==> src/rtl/bg_pkg.sv <==
// ----------------------------------------------------------------------------
// bg_pkg : shared types and constants for the banded background generator.
// ----------------------------------------------------------------------------
package bg_pkg;

    // 8-bit colour: RRRGGGBB
    typedef logic [7:0] rgb332_t;

    // One band: last visible row (inclusive) and the colour painted above it
    typedef struct packed {
        logic [10:0] bottom;
        rgb332_t     color;
    } band_entry_t;

    // Shadow->active commit handshake
    typedef enum logic {
        IDLE    = 1'b0,
        PENDING = 1'b1
    } cfg_state_t;

    localparam rgb332_t BLANK_RGB = 8'h00;
    localparam rgb332_t RESET_RGB = 8'hFF;

    // Power-up bottom row of band idx: the frame split into equal slices
    function automatic logic [10:0] reset_bottom(input int idx,
                                                 input int frame_h,
                                                 input int num_bands);
        int b;
        b = (((idx + 1) * frame_h) / num_bands) - 1;
        return b[10:0];
    endfunction

endpackage

==> src/rtl/bg_band_lookup.sv <==
// ----------------------------------------------------------------------------
// bg_band_lookup : combinational band search.
// Returns the colour of the lowest-index band whose bottom is at or below
// y_eff; bottoms need not be sorted. Falls back to DEFAULT_COLOR when the
// row lies beyond every band bottom.
// ----------------------------------------------------------------------------
module bg_band_lookup
    import bg_pkg::*;
#(
    parameter int      NUM_BANDS     = 4,
    parameter rgb332_t DEFAULT_COLOR = 8'h42
) (
    input  logic [10:0]                  y_eff,
    input  band_entry_t [NUM_BANDS-1:0]  bands,
    output rgb332_t                      color
);

    // Scan from the highest index down so the lowest matching index overwrites last
    always_comb begin
        color = DEFAULT_COLOR;
        for (int i = NUM_BANDS - 1; i >= 0; i--) begin
            if (y_eff <= bands[i].bottom) begin
                color = bands[i].color;
            end else begin
                color = color;
            end
        end
    end

endmodule

==> src/rtl/back_ground_bands.sv <==
// ----------------------------------------------------------------------------
// back_ground_bands : banded background layer for the VGA path (RGB332).
//
// A shadow band table is written through the cfg_* port and copied to the
// active table only on startOfFrame after a commit request, so a frame is
// always drawn from a single consistent table.
//
// Build option: define BG_SCROLL_EN to enable vertical scrolling (one row
// every SCROLL_DIV frames). Without it the band rows are pixelY directly.
// ----------------------------------------------------------------------------
module back_ground_bands
    import bg_pkg::*;
#(
    parameter int         NUM_BANDS     = 4,
    parameter int         FRAME_W       = 640,
    parameter int         FRAME_H       = 480,
    parameter logic [7:0] DEFAULT_COLOR = 8'h42,
    parameter int         SCROLL_DIV    = 4,
    localparam int        IW            = (NUM_BANDS > 1) ? $clog2(NUM_BANDS) : 1
) (
    input  logic          clk,
    input  logic          reset,
    input  logic [10:0]   pixelX,
    input  logic [10:0]   pixelY,
    input  logic          startOfFrame,
    input  logic          cfg_wr,
    input  logic [IW-1:0] cfg_idx,
    input  logic [10:0]   cfg_bottom,
    input  logic [7:0]    cfg_color,
    input  logic          cfg_commit,
    output logic          cfg_ready,
    output logic          cfg_done,
    output logic [7:0]    BG_RGB
);

    localparam logic [10:0] FRAME_W_11 = 11'(FRAME_W);
    localparam logic [10:0] FRAME_H_11 = 11'(FRAME_H);

    // Elaboration-time parameter sanity
    if ((NUM_BANDS < 2) || (NUM_BANDS > 16) || (SCROLL_DIV < 1)) begin : g_param_check
        $error("back_ground_bands: NUM_BANDS must be 2..16 and SCROLL_DIV >= 1");
    end

    band_entry_t [NUM_BANDS-1:0] shadow_r;
    band_entry_t [NUM_BANDS-1:0] active_r;
    band_entry_t [NUM_BANDS-1:0] table_sel_s;

    cfg_state_t state_r;
    cfg_state_t state_n_s;
    logic       copy_s;
    logic       wr_ok_s;
    logic       cfg_ready_r;
    logic       cfg_done_r;

    logic [10:0] y_eff_s;
    logic        blank_s;
    rgb332_t     lut_color_s;
    rgb332_t     bg_rgb_r;

    // ------------------------------------------------------------------
    // Config handshake
    // ------------------------------------------------------------------

    // Writes are only taken while the shadow is open (no commit outstanding)
    assign wr_ok_s = cfg_wr & cfg_ready_r;

    // Commit FSM next state; a commit seen in IDLE always waits for a later frame start
    always_comb begin
        state_n_s = state_r;
        copy_s    = 1'b0;
        case (state_r)
            IDLE: begin
                if (cfg_commit) begin
                    state_n_s = PENDING;
                end else begin
                    state_n_s = IDLE;
                end
            end
            PENDING: begin
                if (startOfFrame) begin
                    copy_s    = 1'b1;
                    state_n_s = IDLE;
                end else begin
                    state_n_s = PENDING;
                end
            end
            default: begin
                state_n_s = IDLE;
                copy_s    = 1'b0;
            end
        endcase
    end

    // Commit FSM state register
    always_ff @(posedge clk or posedge reset) begin
        if (reset) begin
            state_r <= IDLE;
        end else begin
            state_r <= state_n_s;
        end
    end

    // Registered handshake outputs: ready mirrors the next state, done marks the copy
    always_ff @(posedge clk or posedge reset) begin
        if (reset) begin
            cfg_ready_r <= 1'b1;
            cfg_done_r  <= 1'b0;
        end else begin
            cfg_ready_r <= (state_n_s == IDLE);
            cfg_done_r  <= copy_s;
        end
    end

    assign cfg_ready = cfg_ready_r;
    assign cfg_done  = cfg_done_r;

    // ------------------------------------------------------------------
    // Band tables
    // ------------------------------------------------------------------

    // Shadow table: reset slices, then per-entry writes; out-of-range indices never match
    always_ff @(posedge clk or posedge reset) begin
        if (reset) begin
            for (int i = 0; i < NUM_BANDS; i++) begin
                shadow_r[i].bottom <= reset_bottom(i, FRAME_H, NUM_BANDS);
                shadow_r[i].color  <= DEFAULT_COLOR;
            end
        end else if (wr_ok_s) begin
            for (int i = 0; i < NUM_BANDS; i++) begin
                if (cfg_idx == IW'(i)) begin
                    shadow_r[i].bottom <= cfg_bottom;
                    shadow_r[i].color  <= cfg_color;
                end
            end
        end
    end

    // Active table: whole-table copy on the frame start that completes a commit
    always_ff @(posedge clk or posedge reset) begin
        if (reset) begin
            for (int i = 0; i < NUM_BANDS; i++) begin
                active_r[i].bottom <= reset_bottom(i, FRAME_H, NUM_BANDS);
                active_r[i].color  <= DEFAULT_COLOR;
            end
        end else if (copy_s) begin
            active_r <= shadow_r;
        end
    end

    // The frame-start pixel is already part of the new frame, so it sees the
    // table being copied rather than the one being retired
    assign table_sel_s = copy_s ? shadow_r : active_r;

    // ------------------------------------------------------------------
    // Row used for the band search
    // ------------------------------------------------------------------
`ifdef BG_SCROLL_EN
    localparam int              FCW        = $clog2(SCROLL_DIV) + 1;
    localparam logic [FCW-1:0]  DIV_LAST   = FCW'(SCROLL_DIV - 1);
    localparam logic [11:0]     FRAME_H_12 = 12'(FRAME_H);

    logic [FCW-1:0] frame_cnt_r;
    logic [FCW-1:0] frame_cnt_n_s;
    logic [10:0]    scroll_r;
    logic [10:0]    scroll_n_s;
    logic [11:0]    y_sum_s;
    logic [11:0]    y_wrap_s;

    // Scroll advance: one row every SCROLL_DIV frame starts, wrapping at the frame height
    always_comb begin
        frame_cnt_n_s = frame_cnt_r;
        scroll_n_s    = scroll_r;
        if (startOfFrame) begin
            if (frame_cnt_r == DIV_LAST) begin
                frame_cnt_n_s = {FCW{1'b0}};
                if (scroll_r == (FRAME_H_11 - 11'd1)) begin
                    scroll_n_s = 11'd0;
                end else begin
                    scroll_n_s = scroll_r + 11'd1;
                end
            end else begin
                frame_cnt_n_s = frame_cnt_r + FCW'(1);
                scroll_n_s    = scroll_r;
            end
        end else begin
            frame_cnt_n_s = frame_cnt_r;
            scroll_n_s    = scroll_r;
        end
    end

    // Scroll and frame counter registers
    always_ff @(posedge clk or posedge reset) begin
        if (reset) begin
            frame_cnt_r <= {FCW{1'b0}};
            scroll_r    <= 11'd0;
        end else begin
            frame_cnt_r <= frame_cnt_n_s;
            scroll_r    <= scroll_n_s;
        end
    end

    // Scrolled row, folded back into 0..FRAME_H-1 with 12-bit headroom
    always_comb begin
        y_sum_s = {1'b0, pixelY} + {1'b0, scroll_n_s};
        if (y_sum_s >= FRAME_H_12) begin
            y_wrap_s = y_sum_s - FRAME_H_12;
        end else begin
            y_wrap_s = y_sum_s;
        end
        y_eff_s = y_wrap_s[10:0];
    end
`else
    assign y_eff_s = pixelY;
`endif

    // ------------------------------------------------------------------
    // Pixel path
    // ------------------------------------------------------------------

    // Blanking uses the raw beam position, never the scrolled row
    assign blank_s = (pixelX >= FRAME_W_11) || (pixelY >= FRAME_H_11);

    bg_band_lookup #(
        .NUM_BANDS     (NUM_BANDS),
        .DEFAULT_COLOR (DEFAULT_COLOR)
    ) u_lookup (
        .y_eff (y_eff_s),
        .bands (table_sel_s),
        .color (lut_color_s)
    );

    // Output colour register: one pixel of latency from pixelX/pixelY
    always_ff @(posedge clk or posedge reset) begin
        if (reset) begin
            bg_rgb_r <= RESET_RGB;
        end else if (blank_s) begin
            bg_rgb_r <= BLANK_RGB;
        end else begin
            bg_rgb_r <= lut_color_s;
        end
    end

    assign BG_RGB = bg_rgb_r;

endmodule

==> config.mk <==
export PLATFORM = sky130hd
export DESIGN_NAME = back_ground_bands
export DESIGN_NICKNAME = d
export VERILOG_FILES = /design/src/rtl/bg_pkg.sv /design/src/rtl/bg_band_lookup.sv /design/src/rtl/back_ground_bands.sv
export SDC_FILE = /design/constraint.sdc
export NUM_CORES = 1
export LEC_CHECK = 0
export ABC_AREA = 1
export CAP_MARGIN = 20
export CELL_PAD_IN_SITES_DETAIL_PLACEMENT = 1
export CELL_PAD_IN_SITES_GLOBAL_PLACEMENT = 1
export CORE_ASPECT_RATIO = 2
export CORE_UTILIZATION = 41
export CTS_CLUSTER_DIAMETER = 30
export CTS_CLUSTER_SIZE = 10
export DETAILED_ROUTE_END_ITERATION = 12
export PLACE_DENSITY_LB_ADDON = 0.1
export SKIP_CTS_REPAIR_TIMING = 1
export SLEW_MARGIN = 20
export SYNTH_ARGS = -nofsm -noshare
export SYNTH_HDL_FRONTEND = slang
export SYNTH_SLANG_ARGS = --single-unit
==> constraint.sdc <==
create_clock -name clk -period 5.2 [get_ports clk]
set_clock_uncertainty 0.2 [all_clocks]
set_input_delay 0.52 -clock clk [delete_from_list [all_inputs] [get_ports clk]]
set_output_delay 0.52 -clock clk [all_outputs]
set_load 0.005 [all_outputs]
==> flow_summary_export.csv, run 1 <==
group,metric,value,unit
cts,cts.sinks,163,
min_path,hp-start,"active_r[25]$_DFF_PP1_",
placement,portBuffers,50,
status,run_status,"finished, final reports clean",
die,ios,58,
final_layout,mostFrequentLayoutCells,"nand2_1, o21ai_0, inv_1",
logic_synthesis,synthAdderAreaFrac,7.23,%
worst_setup_path,path_max_fanout,43,
final_layout,ff_latch_area,4180,µm²
worst_setup_path,endpoint_kind,"register",
logic_synthesis,synth.avg_cell_area,9.05,µm²
routing,antenna_left,0,
worst_setup_path,crit_required,5350,ps
timing,worst_pin_slew,758,ps
timing,finalCritPeriodShare,67.5,%
die,coreArea,18200,µm²
placement,dp.final_hpwl,13700,µm
power_and_ir_drop,leakagePower,4.24,nW
final_layout,fin_area,8840,µm²
logic_synthesis,syn_inst,841,
die,rows,70,
logic_synthesis,yosys.cell_types.count,34,
grt,grt_first_pass_wirelength,32900,µm
cts,htree_num_levels,4,
placement,dpl_cell_area,8290,µm²
grt,first_global_vias,6385,
timing,slew_violations,0,
die,die-area,19100,µm²
run,maxCapViolCount,0,
routing,first_pass_iters,6,
power_and_ir_drop,peakVddDrop,0.000266,V
routing,drc,0,
cts,path_clk_slew,60,ps
grt,grt_max_degree,79,
worst_setup_path,crit_type,"in -> reg",
min_path,hold_end,"active_r[25]$_DFF_PP1_",
logic_synthesis,ys_ff_latch,163,
timing,hold_viol,0,
logic_synthesis,synth.largest_area_cell,"dfrtp_1",
logic_synthesis,synth-simple-area-share,17.5,%
die,die_x,98.3,µm
final_layout,multiInputGateArea,2830,µm²
worst_setup_path,r2r_cells,15,
die,initial_core_util,41.8,%
routing,wirelength,20200,µm
final_layout,n_antenna_cell,0,
routing,first_iter_violations,109,
logic_synthesis,synth_compound_area_share,12.4,%
placement,pre_cts_slack,1190,ps
timing,clock.fmax,285,MHz
timing,min_period,3510,ps
logic_synthesis,syn_area,7610,µm²
timing,finalSetupViolations,0,
logic_synthesis,synthXorXnorAreaFrac,0,%
worst_setup_path,r2r-start,"state_r$_DFF_PP0_",
final_layout,num-nets-final,976,
logic_synthesis,synth.area.top_cells,"dfrtp_1, dfstp_2, nand2_1",
cts,clockRootBuffer,"clkbuf_16",
final_layout,drive_gt1_share,19.6,%
logic_synthesis,synth_top_family_by_area,"simple AND/OR/NAND/NOR gates",
final_layout,final_common_cell,"nand2_1",
logic_synthesis,ys_seq_area_share,54.9,%
timing,finalSetupTns,0,ps
worst_setup_path,cp_data_arrival_time,3660,ps
die,chipHeight,195,µm
timing,finalWorstSetupSlack,1690,ps
final_layout,nFillCells,2103,
final_layout,syn_to_final_growth,16.1,%
routing,routedWlPerCell,18.1,µm
cts,cts_tree,"built",
routing,drt-vias-per-instance,5.08,
worst_setup_path,rr_endpoint,"BG_RGB[2]$_DFF_PP1_",
logic_synthesis,syn_nets,933,
grt,grt.total_usage,22.9,%
min_path,hold_depth,2,
routing,vias,5651,
worst_setup_path,start_kind,"input pin",
logic_synthesis,yosys_warnings,0,
power_and_ir_drop,powerDensity,466,nW/µm²
logic_synthesis,yosys.area.top_type_share,27.6,%
cts,clkLatencyLatePin,430,ps
timing,rsz0062_at_grt,"no",
cts,cts_buffers,17,
grt,overflow,0,
min_path,hp-class,"reg -> reg",
placement,gp_congestion,0.801,
grt,antenna_found_initial,0,
cts,cts_max_path_buffers,2,
timing,max-slew-margin-rel,49.4,%
worst_setup_path,rrSetupSlack,1860,ps
logic_synthesis,synthMuxAreaShare,0,%
-- Yosys cell counts --
cell type	n
nand2_1	200
dfrtp_1	84
and2_1	1
o21a_1	4
nand3_2	1
or2_0	2
nand3b_1	1
nor3_1	2
nand2_2	4
or2_2	43
or2_1	4
nand4_2	1
nand4_1	4
buf_4	2
and3_1	1
clkbuf_1	17
nor2_4	1
clkbuf_2	1
a21o_1	1
a21oi_2	4
o21ai_0	137
ha_1	44
dfstp_2	79
buf_2	14
nand2_4	1
nor2_2	1
inv_4	1
inv_1	115
buf_6	1
a21oi_1	37
inv_2	1
nand3_1	15
nor2_1	16
and2_2	1
-- where the power goes --
part	leakage, nW	switching, mW	internal [mW]	total [mW]
registers	1.85	0.128	1.73	1.86
logic	2.13	0.677	0.402	1.08
clock network	0.263	0.511	0.666	1.18
-- layer usage --
layer | track usage [%] | wire length, µm | up-vias
met2 | 43.4 | 11500 | 69
met4 | 12.4 | 945 | 0
met3 | 3.63 | 380 | 45
met5 | 0 | 0 | -
li1 | - | - | 2744
met1 | 23.3 | 7380 | 2793
-- per-stage QoR --
stage / utilization, % / total power [mW] / cells / hold WS, ps
2_1_floorplan: - / 2.61 / 841 / 239
5_1_grt: 48.5 / 4.40 / 1113 / 313
4_1_cts: 48.5 / 4.18 / 1113 / 287
3_5_place_dp: 45.5 / 2.97 / 1081 / 272
3_3_place_gp: 45.5 / 2.88 / 1081 / 259
6_report: 48.5 / 4.12 / 1113 / 282
-- how the worst max path moves through the flow --
| stage | start | end | slack, ps | cells past startpoint |
|---|---|---|---|---|
| 2_1_floorplan | reset | active_r[0]$_DFF_PP0_ | 210 | 1 |
| 3_3_place_gp | startOfFrame | BG_RGB[2]$_DFF_PP1_ | 1230 | 15 |
| 3_5_place_dp | startOfFrame | BG_RGB[2]$_DFF_PP1_ | 1190 | 15 |
| 4_1_cts | startOfFrame | BG_RGB[2]$_DFF_PP1_ | 1610 | 15 |
| 5_1_grt | startOfFrame | BG_RGB[2]$_DFF_PP1_ | 1410 | 15 |
| 6_report | startOfFrame | BG_RGB[2]$_DFF_PP1_ | 1690 | 15 |
-- final cells by class --
class | instances | share of cell area [%]
clock buffer | 25 | 5.62
clock inverter | 7 | 0.552
inverter | 117 | 5.05
multi-input combinational | 526 | 32.0
sequential | 163 | 47.3
tap | 216 | 3.06
timing repair buffer | 59 | 6.43
-- flip-flops by register name (all words and copies together), names as in the netlist --
register / cells
shadow_r: 76
active_r: 76
cfg_ready: 1
cfg_done: 1
state_r: 1
BG_RGB: 8
-- worst max-delay path, stage by stage --
cell	delay [ps]
clkdlybuf4s50_1	470
nand2_2	60
inv_2	540
or2_2	220
o21ai_0	160
ha_1	380
nand2_1	80
nor2_1	130
and2_1	150
nand2_1	60
nand3_2	80
nand2_2	190
inv_1	300
nand3_1	120
a21oi_1	190
-- cells by family (layout without fill, tap and decap cells) --
kind of cell	after synthesis	in the layout
buf+inv	152	208
fa+ha+maj	44	44
compound gates	183	183
flops	163	163
simple gates	299	299
No activity file was read; power rests on OpenSTA's default activity.
==> run 2, diff against run 1 <==
Settings changed: CORE_UTILIZATION 41 to 45.
Clock period 5.2 ns to 3.3 ns, I/O delays scaled along.
==> flow_summary_export.csv, run 2 (synthesis results as in run 1) <==
group,metric,value,unit
status,run_status,"finished, final reports clean",
run,maxCapViolCount,0,
worst_setup_path,r2r_cells,17,
timing,finalSetupViolations,0,
final_layout,multiInputGateArea,2830,µm²
timing,min_period,3030,ps
worst_setup_path,r2r-start,"state_r$_DFF_PP0_",
worst_setup_path,start_kind,"register",
worst_setup_path,cp_data_arrival_time,3180,ps
power_and_ir_drop,powerDensity,758,nW/µm²
power_and_ir_drop,leakagePower,4.35,nW
worst_setup_path,rr_endpoint,"BG_RGB[2]$_DFF_PP1_",
placement,dp.final_hpwl,14400,µm
grt,grt_first_pass_wirelength,33500,µm
final_layout,mostFrequentLayoutCells,"nand2_1, o21ai_0, inv_1",
final_layout,syn_to_final_growth,18.9,%
routing,vias,5889,
grt,first_global_vias,6618,
grt,overflow,0,
routing,top_layer,"met4",
routing,first_pass_iters,4,
die,chipHeight,186,µm
placement,gp_congestion,0.859,
placement,dpl_cell_area,8430,µm²
worst_setup_path,crit_required,3450,ps
min_path,hp-class,"in -> async",
worst_setup_path,cp_common_cell,"nand2_1",
final_layout,ff_latch_area,4180,µm²
worst_setup_path,path_max_fanout,18,
timing,finalCritPeriodShare,91.9,%
cts,cts.sinks,163,
die,die-area,17500,µm²
timing,rsz0062_at_grt,"no",
power_and_ir_drop,power,6.86,mW
cts,cts_buffers,17,
grt,grt_max_degree,67,
grt,antenna_found_initial,0,
timing,fin_hold_ws,197,ps
final_layout,num-nets-final,985,
timing,max-slew-margin-rel,45.2,%
timing,finalSetupTns,0,ps
routing,wirelength,20800,µm
worst_setup_path,max_stage_delay,390,ps
routing,wl_met2,12000,µm
cts,cts_tree,"built",
cts,clkLatencyLatePin,440,ps
placement,portBuffers,50,
worst_setup_path,crit_type,"reg -> reg",
final_layout,nFillCells,1907,
worst_setup_path,cp-endpoint,"BG_RGB[2]$_DFF_PP1_",
die,die_x,94.0,µm
cts,path_clk_slew,70,ps
timing,worst_pin_slew,820,ps
timing,clock.fmax,330,MHz
final_layout,final_common_cell,"nand2_1",
final_layout,fin_area,9050,µm²
final_layout,drive_gt1_share,20.9,%
routing,antenna_left,0,
timing,hold_viol,0,
routing,wirelength_met1,7420,µm
die,rows,66,
final_layout,fin_cells,1110,
routing,drt-vias-per-instance,5.31,
worst_setup_path,critical_path.cell_chain,"nand2_2 -> inv_2 -> buf_12 -> or2_2 -> o21ai_0 -> ha_1 -> nand2_1 -> inv_1 -> a21oi_1 -> buf_4 -> nand3_1 -> nand2_1 -> buf_12 -> nand2_1 -> nand2_1 -> nand3_1 -> a21oi_1",
placement,dp.cells,1078,
routing,routedWlPerCell,18.7,µm
die,ios,58,
routing,wl_met3,389,µm
cts,htree_num_levels,4,
die,coreArea,16400,µm²
cts,cts_max_path_buffers,2,
routing,first_iter_violations,214,
worst_setup_path,endpoint_kind,"register",
final_layout,n_antenna_cell,0,
die,initial_core_util,46.3,%
worst_setup_path,cp-startpoint,"state_r$_DFF_PP0_",
grt,grt.total_usage,26.1,%
worst_setup_path,cp_slowest_cell,"dfrtp_1",
cts,clockRootBuffer,"clkbuf_16",
routing,drc,0,
timing,slew_violations,0,
power_and_ir_drop,peakVddDrop,0.000361,V
worst_setup_path,rrSetupSlack,270,ps
==> run 2: through the flow <==
stage	worst slack, ps	utilization (%)
6_report	269	55.1
3_3_place_gp	61.6	51.3
5_1_grt	80.1	55.1
2_1_floorplan	764	-
4_1_cts	235	55.1
3_5_place_dp	-37.1	51.3
==> run 2: layer usage <==
| layer | vias to the layer above | global-route usage, % |
|---|---|---|
| li1 | 2762 | - |
| met1 | 2957 | 25.6 |
| met2 | 109 | 50.6 |
| met3 | 61 | 3.55 |
| met4 | 0 | 14.5 |
| met5 | - | 0 |
==> run 2: worst min path at each step <==
stage | from | endpoint | slack [ps] | cells after the start
floorplan | cfg_commit | cfg_ready$_DFF_PP1_ | 230 | 1
global placement | state_r$_DFF_PP0_ | cfg_ready$_DFF_PP1_ | 250 | 1
detailed placement | active_r[22]$_DFF_PP0_ | active_r[22]$_DFF_PP0_ | 270 | 2
CTS | reset | shadow_r[42]$_DFFE_PP0P_ | 210 | 2
global route | reset | shadow_r[42]$_DFFE_PP0P_ | 250 | 2
finish | reset | shadow_r[42]$_DFFE_PP0P_ | 200 | 2
==> run 2: layout make-up <==
type	count	share of cell area (%)
Timing Repair Buffer	68	7.99
Clock inverter	14	2.09
Clock buffer	18	4.74
Multi-Input combinational cell	526	31.3
Inverter	117	4.92
Sequential cell	163	46.2
Tap cell	204	2.82
==> run 2: critical path: cells and delay by family (launching register included) <==
kind | cells | cell delay, ps
adders and majority gates | 1 | 320
and+or+nand+nor | 8 | 910
buffers and inverters | 5 | 580
DFF | 1 | 390
AOI/OAI and AO/OA | 3 | 540
==> run 2: power by group <==
group	internal, mW	switching [mW]	total, mW
Combinational	0.705	1.12	1.83
Clock	1.22	0.884	2.10
Sequential	2.73	0.207	2.94
